--- config.mk ---
export PLATFORM = sky130hd
export DESIGN_NAME = intra_pred_nxn
export DESIGN_NICKNAME = d
export VERILOG_FILES = /design/src/rtl/intra_pred_pkg.sv /design/src/rtl/intra_dc_calc.sv /design/src/rtl/intra_pred_nxn.sv
export SDC_FILE = /design/constraint.sdc
export NUM_CORES = 1
export LEC_CHECK = 0
export CAP_MARGIN = 20
export CORE_AREA = 10 10 230 232
export CTS_CLUSTER_DIAMETER = 80
export DETAILED_ROUTE_END_ITERATION = 12
export DIE_AREA = 0 0 240 242
export PLACE_DENSITY = 0.61
export SLEW_MARGIN = 0
export SYNTH_ARGS = -nofsm -noshare
export SYNTH_HDL_FRONTEND = slang
export SYNTH_SLANG_ARGS = --single-unit
--- constraint.sdc ---
create_clock -name clk -period 13.9 [get_ports clk]
set_input_delay 2.085 -clock clk [delete_from_list [all_inputs] [get_ports clk]]
set_output_delay 2.085 -clock clk [all_outputs]
set_load 0.01 [all_outputs]
--- src/rtl/intra_pred_pkg.sv ---
// intra_pred_pkg: shared types and DC rounding for the intra prediction blocks
package intra_pred_pkg;
  typedef enum logic [1:0] {IDLE, LOAD, CALC, EMIT} state_t;
  typedef enum logic [1:0] {MODE_V, MODE_H, MODE_DC, MODE_RSVD} mode_t;
  function automatic int unsigned dc_round(input int unsigned sum, input int unsigned lg,
                                           input logic top, input logic left, input int unsigned pix_w);
    return top && left ? (sum + (32'd1 << lg)) >> (lg + 1) :
           top || left ? (sum + (32'd1 << (lg - 1))) >> lg :
           32'd1 << (pix_w - 1);
  endfunction
endpackage

--- src/rtl/intra_dc_calc.sv ---
// intra_dc_calc: rounded DC average of the available neighbour edges
module intra_dc_calc
  import intra_pred_pkg::*;
#(
  parameter int BLK = 16,
  parameter int PIX_W = 8
) (
  input  logic [PIX_W+5:0] sum,
  input  logic             top_avail,
  input  logic             left_avail,
  output logic [PIX_W-1:0] dc
);
  assign dc = PIX_W'(dc_round(32'(sum), $clog2(BLK), top_avail, left_avail, PIX_W));
endmodule

--- src/rtl/intra_pred_nxn.sv ---
// intra_pred_nxn: vertical/horizontal/DC intra predictor for one BLKxBLK block,
// loading 2*BLK neighbours then emitting one prediction row per handshake.
module intra_pred_nxn
  import intra_pred_pkg::*;
#(
  parameter int BLK = 16,
  parameter int PIX_W = 8
) (
  input  logic               clk,
  input  logic               reset,
  input  logic               start,
  input  logic [1:0]         mode,
  input  logic               top_avail,
  input  logic               left_avail,
  input  logic               nb_valid,
  input  logic [PIX_W-1:0]   nb_data,
  output logic               nb_ready,
  output logic [BLK*PIX_W-1:0] row_data,
  output logic [3:0]         row_idx,
  output logic               row_valid,
  input  logic               row_ready,
  output logic               busy,
  output logic               done
);
  localparam int SW = PIX_W + 6;
  localparam int LW = $clog2(BLK);
  state_t state, state_n;
  mode_t mode_r;
  logic top_av, left_av, accept, xfer, last_pix;
  logic [5:0] cnt;
  logic [SW-1:0] sum;
  logic [PIX_W-1:0] dc;
  logic [PIX_W-1:0] top_pix [BLK];
  logic [PIX_W-1:0] left_pix [BLK];
  logic [3:0] nxt_idx;
  logic [BLK*PIX_W-1:0] nxt_row;
  assign nb_ready = state == LOAD;
  assign row_valid = state == EMIT;
  assign busy = state != IDLE;
  assign accept = nb_valid && nb_ready;
  assign last_pix = cnt == 6'(2*BLK-1);
  assign xfer = row_valid && row_ready;
  assign done = xfer && row_idx == 4'(BLK-1);
  assign nxt_idx = state == CALC ? 4'd0 : row_idx + 4'd1;
  intra_dc_calc #(.BLK(BLK), .PIX_W(PIX_W)) u_dc (
    .sum(sum), .top_avail(top_av), .left_avail(left_av), .dc(dc)
  );
  always_comb begin
    state_n = state == IDLE ? (start ? LOAD : IDLE) :
              state == LOAD ? (accept && last_pix ? CALC : LOAD) :
              state == CALC ? EMIT : (done ? IDLE : EMIT);
  end
  // Row for the index about to be presented: row 0 leaving CALC, next row on each transfer
  always_comb begin
    nxt_row = '0;
    for (int i = 0; i < BLK; i++)
      nxt_row[i*PIX_W +: PIX_W] = mode_r == MODE_V && top_av ? top_pix[i] :
                                  mode_r == MODE_H && left_av ? left_pix[nxt_idx[LW-1:0]] : dc;
  end
  always_ff @(posedge clk or posedge reset) begin
    if (reset) begin
      state <= IDLE;
      mode_r <= MODE_V;
      top_av <= 1'b0;
      left_av <= 1'b0;
      cnt <= '0;
      sum <= '0;
      row_idx <= '0;
      row_data <= '0;
    end else begin
      state <= state_n;
      if (state == IDLE && start) begin
        mode_r <= mode_t'(mode);
        top_av <= top_avail;
        left_av <= left_avail;
        cnt <= '0;
        sum <= '0;
      end
      if (accept) begin
        cnt <= cnt + 6'd1;
        sum <= sum + ((cnt[LW] ? left_av : top_av) ? SW'(nb_data) : '0);
      end
      if (state == CALC || xfer) begin
        row_data <= nxt_row;
        row_idx <= nxt_idx;
      end
    end
  end
  // Neighbour storage needs no reset; it is always rewritten before use
  always_ff @(posedge clk) begin
    if (accept) begin
      if (cnt[LW]) left_pix[cnt[LW-1:0]] <= nb_data;
      else top_pix[cnt[LW-1:0]] <= nb_data;
    end
  end
endmodule

==> results by group, run 1 <==
Power and ir drop
  • Gate power share: 7.0%
  • Leakage: 7.758 nW
  • Max IR drop VDD: 0.00007916 V
  • Clock share of power: between 40 and 50%
  • Power density cells: roughly 140 mW/mm2
  • Net switching power figure: 0.6545 mW
  • Sequential power share: around half
  • Total power: about 2.8 mW
  • P_int: 2.124 mW
  • Sw Ratio: 23.55%

Placement
  • RePlAce Congestion: 0.8595
  • Worst slack at placement: between 8 and 9 ns
  • HPWL after detailed placement: 28180 um
  • DP Area: 0.01873 mm2
  • Port bufs: 152

Synthesis
  • Top-count cell post-synth: edfxtp_1
  • Sequential area share after synthesis: between 60% and 70%
  • Synth top cells by count: edfxtp_1 (256), dfrtp_1 (157), nand2_1 (120)
  • Synthesis warning total: 0
  • Synth top area share: 46.09%
  • Syn Nets: 1211
  • Post-synthesis async set-or-reset flop share: approximately two fifths
  • Yosys reg bits: 413
  • Post-synth EDFFs: 256
  • Ys flop type: edfxtp_1
  • Syn Area/Cell: roughly 14 um2
  • Synth area leaders: edfxtp_1 (46%), dfrtp_1 (24%), o221a_2 (3.2%), nand2_1 (2.7%), mux2i_1 (1.7%)
  • Area leader, netlist: edfxtp_1
  • Count of cell types in the netlist: 78
  • Cells after Synth: around 1.2k
  • Area of the mapped netlist: 0.01668 mm2

STA
  • RSZ-0062 raised after global routing: no
  • Crit share post-route: a little over two fifths
  • Fmax: roughly 170 MHz
  • Setup TNS: 0 ns
  • Layout Skew: 0.01508 ns
  • Final setup viols: 0
  • Min Hold Slack: 0.4696 ns
  • Final worst slack: 8.035 ns
  • Worst Max-Slew Pin Slew: 1.097 ns
  • Final Hold Fails: 0
  • Max-slew violations: 0
  • Final worst path period need: 5.865 ns
  • Max transition margin: between 20% and 30%

Die
  • Die Area: 0.05808 mm2
  • FP Rows: 81
  • I/O pin count: 153
  • Die X: between 200 and 250 um
  • Die H: roughly 240 um
  • Core ar.: between 0.04 and 0.05 mm2
  • Initial Util: 34.43%

GRT
  • First-pass GRT wire length: 67320 um
  • Number of global-route vias before repair: roughly 11k
  • Antenna violations before repair: 0
  • Total GRT Usage: 15.06%
  • Largest net degree at the start of global routing: around 110
  • GRT overflow: 0

Hold path
  • HP Class: flop to flop
  • Hold_sp: top_pix[2][0]
  • Hold depth: 2
  • Worst min-delay path endpoint: row_data[16]

Cells and area
  • Multi-input gate area: approximately 0.0046 mm2
  • Final net count: roughly 1.3k
  • Post-Layout Inst Area: 0.02026 mm2
  • Layout cells sized above 1: 12.89%
  • Sequential Area: 0.01162 mm2
  • Fill cells: 4423
  • Ant. Diodes: 0
  • Area delta synth->final: 21.45%

Setup path
  • Crit path DAT: 3.78 ns
  • Slowest stage cell, crit path: clkdlybuf4s50_1
  • Critical path startpoint category: primary input
  • Most frequent CP cell: clkdlybuf4s50_1
  • RR Endpoint: row_data[43]
  • Worst-path cell chain: clkdlybuf4s50_1 > nand2_1 > nor2_1 > nand3_1 > inv_1 > clkdlybuf4s50_1
  • Buf+Inv Stages, Crit Path: 3
  • Worst r2r src: row_idx[0]
  • WP data required: 11.81 ns
  • CP peak stage delay: 0.61 ns
  • CP delay by family, top: buffers and inverters
  • Worst reg2reg setup slack: 9.63 ns
  • Crit path launch: row_ready
  • Crit end category: output port
  • Worst Reg-to-Reg Cells: 9
  • WS Path Type: primary input to output port
  • Critical Path Fanout Max: 6

Route
  • DRT Pass-1 Iters: 5
  • Via/cell ratio: 5.338
  • # DRC: 0
  • Antenna-violating nets left: 0
  • Starting DRT DRC Count: 972
  • Routed len/inst: 22.83 um
  • Detailed-route via count: 10.53k
  • Routed WL: 45020 um

CTS
  • Root Buffer Master: clkbuf_16
  • Clk_lat worst skew: 0.56 ns
  • Post-CTS Setup Bufs: 0
  • Clk buf depth: 3
  • H-tree Lvls: 2
  • CTS tree: built
  • Hold-fix buffers at CTS: 0
  • Clock-pin slew on the worst setup and hold paths: 0.06 ns
  • Cts bufs inserted: between 40 and 50
  • TritonCTS sink count: 413
  • Post-cts repair resize count: 0

Job
  • Max_cap viols: 0

Outcome
  • Status: completed
tightest hold or removal path: stages, from the launching register on:
cell,delay (ns)
edfxtp_1,0.32
a22oi_1,0.06
nand2_1,0.06
metrics by stage:
stage | utilization, % | instances
2_1_floorplan | - | 1178
3_5_place_dp | 38.67 | 1890
4_1_cts | 41.74 | 1970
5_1_grt | 41.82 | 1972
6_report | 41.82 | 1972
3_3_place_gp | 38.67 | 1890
per-layer routing:
metal / GRT usage [%] / wire (um)
met4: 3.741 / 905
met2: 24.40 / 21400
met5: 0 / 0
met3: 3.446 / 3233
met1: 20.00 / 19480
how the worst max path moves through the flow:
stage / to / slack, ns / cells after the start
after floorplan: cnt[0] / 7.58 / 1
after CTS: done / 8.00 / 6
final: done / 8.04 / 6
after global placement: done / 8.02 / 6
after global routing: done / 7.94 / 6
after detailed placement: done / 8.00 / 6
kinds of logic after synthesis:
family,synth area share [%]
muxes,2.708
DFF,69.64
AOI/OAI and AO/OA,13.70
buffers and inverters,2.813
and+or+nand+nor,8.852
xor gates and xnor gates,1.043
adders and majority gates,1.245
power by group through the flow:
stage               sequential [mW]  clock (mW)  combinational [mW]
finish                         1.40        1.19               0.194
floorplan                      1.40           0               0.135
global placement               1.42           0               0.189
global route                   1.41        1.26               0.213
detailed placement             1.42           0               0.194
CTS                            1.40        1.21               0.195
area by class of cell:
class | count | area share (%)
flip-flops and latches | 413 | 57.35
well taps | 622 | 3.842
clock inverters | 21 | 1.093
inverters | 16 | 0.3212
repair buffers | 173 | 8.388
multi-input cells | 668 | 22.74
clock buffers | 59 | 6.263
cell usage in the layout, fill, tap and decap left out, types with 15 or more instances in the layout:
cell type	Yosys	final
nor2_1	25	25
nor2b_1	20	20
o221a_2	47	47
mux2i_1	29	29
inv_1	16	15
nand2_1	120	120
nand3_1	48	48
o21ai_0	56	56
a21oi_1	32	32
dfrtp_1	157	156
and2_1	45	45
a221o_1	17	17
clkbuf_16	0	45
edfxtp_1	256	256
a22oi_1	32	32
clkdlybuf4s50_1	0	152
a31oi_1	17	17
buf_4	11	20
ha_1	15	15
sequential cells by signal, summed over array words and instances (netlist names):
name and cells:
cnt 6, left_av 1, left_pix 128, mode_r 2, row_data 128, row_idx 4, state 2, sum 13
top_av 1, top_pix 128
(Power assumes the default switching activity.)
==> run 2, diff against run 1 <==
==> constraint.sdc (replaced) <==
create_clock -name clk -period 5.4 [get_ports clk]
set_input_delay 0.81 -clock clk [delete_from_list [all_inputs] [get_ports clk]]
set_output_delay 0.81 -clock clk [all_outputs]
set_load 0.01 [all_outputs]
==> run 2 against run 1 <==
Clock-buffer cell count did not move; combinational power rose to 2.6 times the previous value; sequential cell count unchanged; core utilization down 0.23 points; sequential power increased to 2.6 times the previous value; first-iteration DRC count increased by 5.3%; worst hold slack worse by 0.00085 ns; global-route usage grew 0.32 points; clock power rose by 150%; sequential share of layout area increased by 0.32 points; clock skew grew 0.0070 ns; critical path type is now flop to flop; largest cell class unchanged; largest power group unchanged; highest routed layer is now met5.
==> results by group, run 2 (same netlist as run 1, synthesis figures left out) <==
Power and ir drop
  • Sequential power share: slightly above 50%
  • Sw Ratio: 23.68%
  • Total power: 7.036 mW
  • Gate power share: 7.1%
  • Net switching power figure: 1.666 mW
  • Max IR drop VDD: 0.0001887 V
  • Power density cells: 349.3 mW/mm2
  • Leakage: about 7.7 nW
  • P_int: 5.370 mW
  • Clock share of power: between 40% and 50%

Setup path
  • Buf+Inv Stages, Crit Path: 0
  • Critical Path Fanout Max: 23
  • Worst-path cell chain: ha_1 > mux2i_1 > a2111oi_0 > a311oi_1 > a311oi_1 > o41ai_4 > nand2_1
  • Worst r2r src: row_idx[0]
  • Worst reg2reg setup slack: 1.72 ns
  • Critical path startpoint category: flop
  • WS Path Type: flop to flop
  • Worst Reg-to-Reg Cells: 7
  • Crit path DAT: 4.06 ns
  • WP data required: 5.78 ns
  • Slowest stage cell, crit path: o41ai_4
  • CP delay by family, top: compound AO/OA/AOI/OAI gates
  • Most frequent CP cell: a311oi_1
  • CP peak stage delay: ~0.97 ns
  • RR Endpoint: row_data[59]
  • Crit end category: flop

GRT
  • GRT overflow: 0
  • Antenna violations before repair: 3
  • Total GRT Usage: 15.38%
  • Largest net degree at the start of global routing: 79
  • First-pass GRT wire length: approximately 70000 um
  • Number of global-route vias before repair: ~11k

Cells and area
  • Most frequent cells in the layout: edfxtp_1 (256), dfrtp_1 (156), clkdlybuf4s50_1 (152)
  • Commonest non-fill, non-tap cell in the layout: edfxtp_1
  • Fill cells: approximately 4.5k
  • Final net count: 1347
  • Multi-input gate area: between 0.004 and 0.005 mm2
  • Layout cells sized above 1: between 10% and 20%
  • Area delta synth->final: 20.77%
  • Post-Layout Inst Area: 0.02014 mm2
  • Sequential Area: 0.01162 mm2
  • Ant. Diodes: 0
  • Fin cells: 1971

CTS
  • Root Buffer Master: clkbuf_16
  • CTS tree: built
  • Cts bufs inserted: 43
  • Clk buf depth: 3
  • Post-CTS Setup Bufs: 0
  • Clock-pin slew on the worst setup and hold paths: 0.06 ns
  • Hold-fix buffers at CTS: 0
  • Post-cts repair resize count: 0
  • TritonCTS sink count: a little over 400
  • H-tree Lvls: 2
  • Clk_lat worst skew: 0.56 ns

Route
  • Routed WL: around 46000 um
  • Antenna-violating nets left: 0
  • Routed len/inst: 23.18 um
  • Starting DRT DRC Count: 1024
  • DRT Pass-1 Iters: 5
  • # DRC: 0
  • Via/cell ratio: 5.361
  • Detailed-route via count: roughly 11k

STA
  • Crit share post-route: between 60% and 70%
  • Layout Skew: 0.02208 ns
  • Final setup viols: 0
  • Fmax: 271.8 MHz
  • Setup TNS: 0 ns
  • Final Hold Fails: 0
  • Max transition margin: 28.93%
  • Worst Max-Slew Pin Slew: between 1 and 1.5 ns
  • RSZ-0062 raised after global routing: no
  • Max-slew violations: 0
  • Final worst path period need: around 3.7 ns

Hold path
  • HP Class: flop to flop
  • Hold_sp: top_pix[5][3]
  • Hold depth: 2
  • Worst min-delay path endpoint: row_data[43]

Placement
  • RePlAce Congestion: 0.8478
  • HPWL after detailed placement: 30090 um
  • DP Area: ~0.019 mm2
  • Placed insts: about 1.9k
  • Port bufs: between 150 and 200

Die
  • FP Rows: about 80
  • Initial Util: about 34%
  • Core ar.: roughly 0.048 mm2
  • Die H: roughly 240 um
  • Die X: 240 um
  • Die Area: between 0.05 and 0.06 mm2
  • I/O pin count: roughly 150

Outcome
  • Status: completed

Job
  • Max_cap viols: 0
[run 2: layer usage]
metal	part of all wire, %	up-vias	GRT usage [%]
li1	-	4764	-
met1	44	5382	20.79
met2	47	343	24.60
met3	6.6	75	3.060
met4	2.5	2	4.336
met5	0.028	-	0
[run 2: power groups by stage]
stage / registers (mW) / clock network (mW) / logic (mW)
2_1_floorplan: 3.60 / 0 / 0.346
5_1_grt: 3.62 / 3.10 / 0.554
6_report: 3.61 / 2.93 / 0.498
4_1_cts: 3.60 / 2.98 / 0.506
3_5_place_dp: 3.67 / 0 / 0.502
3_3_place_gp: 3.66 / 0 / 0.494
[run 2: worst max path at each step]
stage,from,endpoint,slack [ns],cells after the start
finish,row_idx[0],row_data[59],1.72,7
global route,row_idx[0],row_data[54],1.58,6
CTS,row_idx[0],row_data[59],1.80,7
detailed placement,nb_data[0],sum[10],1.69,12
global placement,nb_data[0],sum[10],1.70,12
floorplan,reset,cnt[0],0.36,1
[run 2: final cells by class]
class,count,share of cell area [%]
Sequential cell,413,57.67
Multi-Input combinational cell,668,22.87
Timing Repair Buffer,172,8.298
Clock buffer,59,5.938
Tap cell,622,3.863
Clock inverter,21,1.037
Inverter,16,0.3230
[run 2: worst reg2reg max path, cell delays in order, from the launching register on]
cell and delay, ns:
dfrtp_2 0.58, ha_1 0.86, mux2i_1 0.31, a2111oi_0 0.13, a311oi_1 0.33, a311oi_1 0.18
o41ai_4 0.97, nand2_1 0.14
[run 2: through the flow]
stage / util [%] / hold slack (ns) / setup slack (ns)
after global placement: 38.68 / 0.4459 / 1.702
after CTS: 41.58 / 0.4664 / 1.797
final: 41.58 / 0.4687 / 1.721
after detailed placement: 38.68 / 0.4508 / 1.688
after floorplan: - / 0.4384 / 0.3551
after global routing: 41.58 / 0.4861 / 1.584
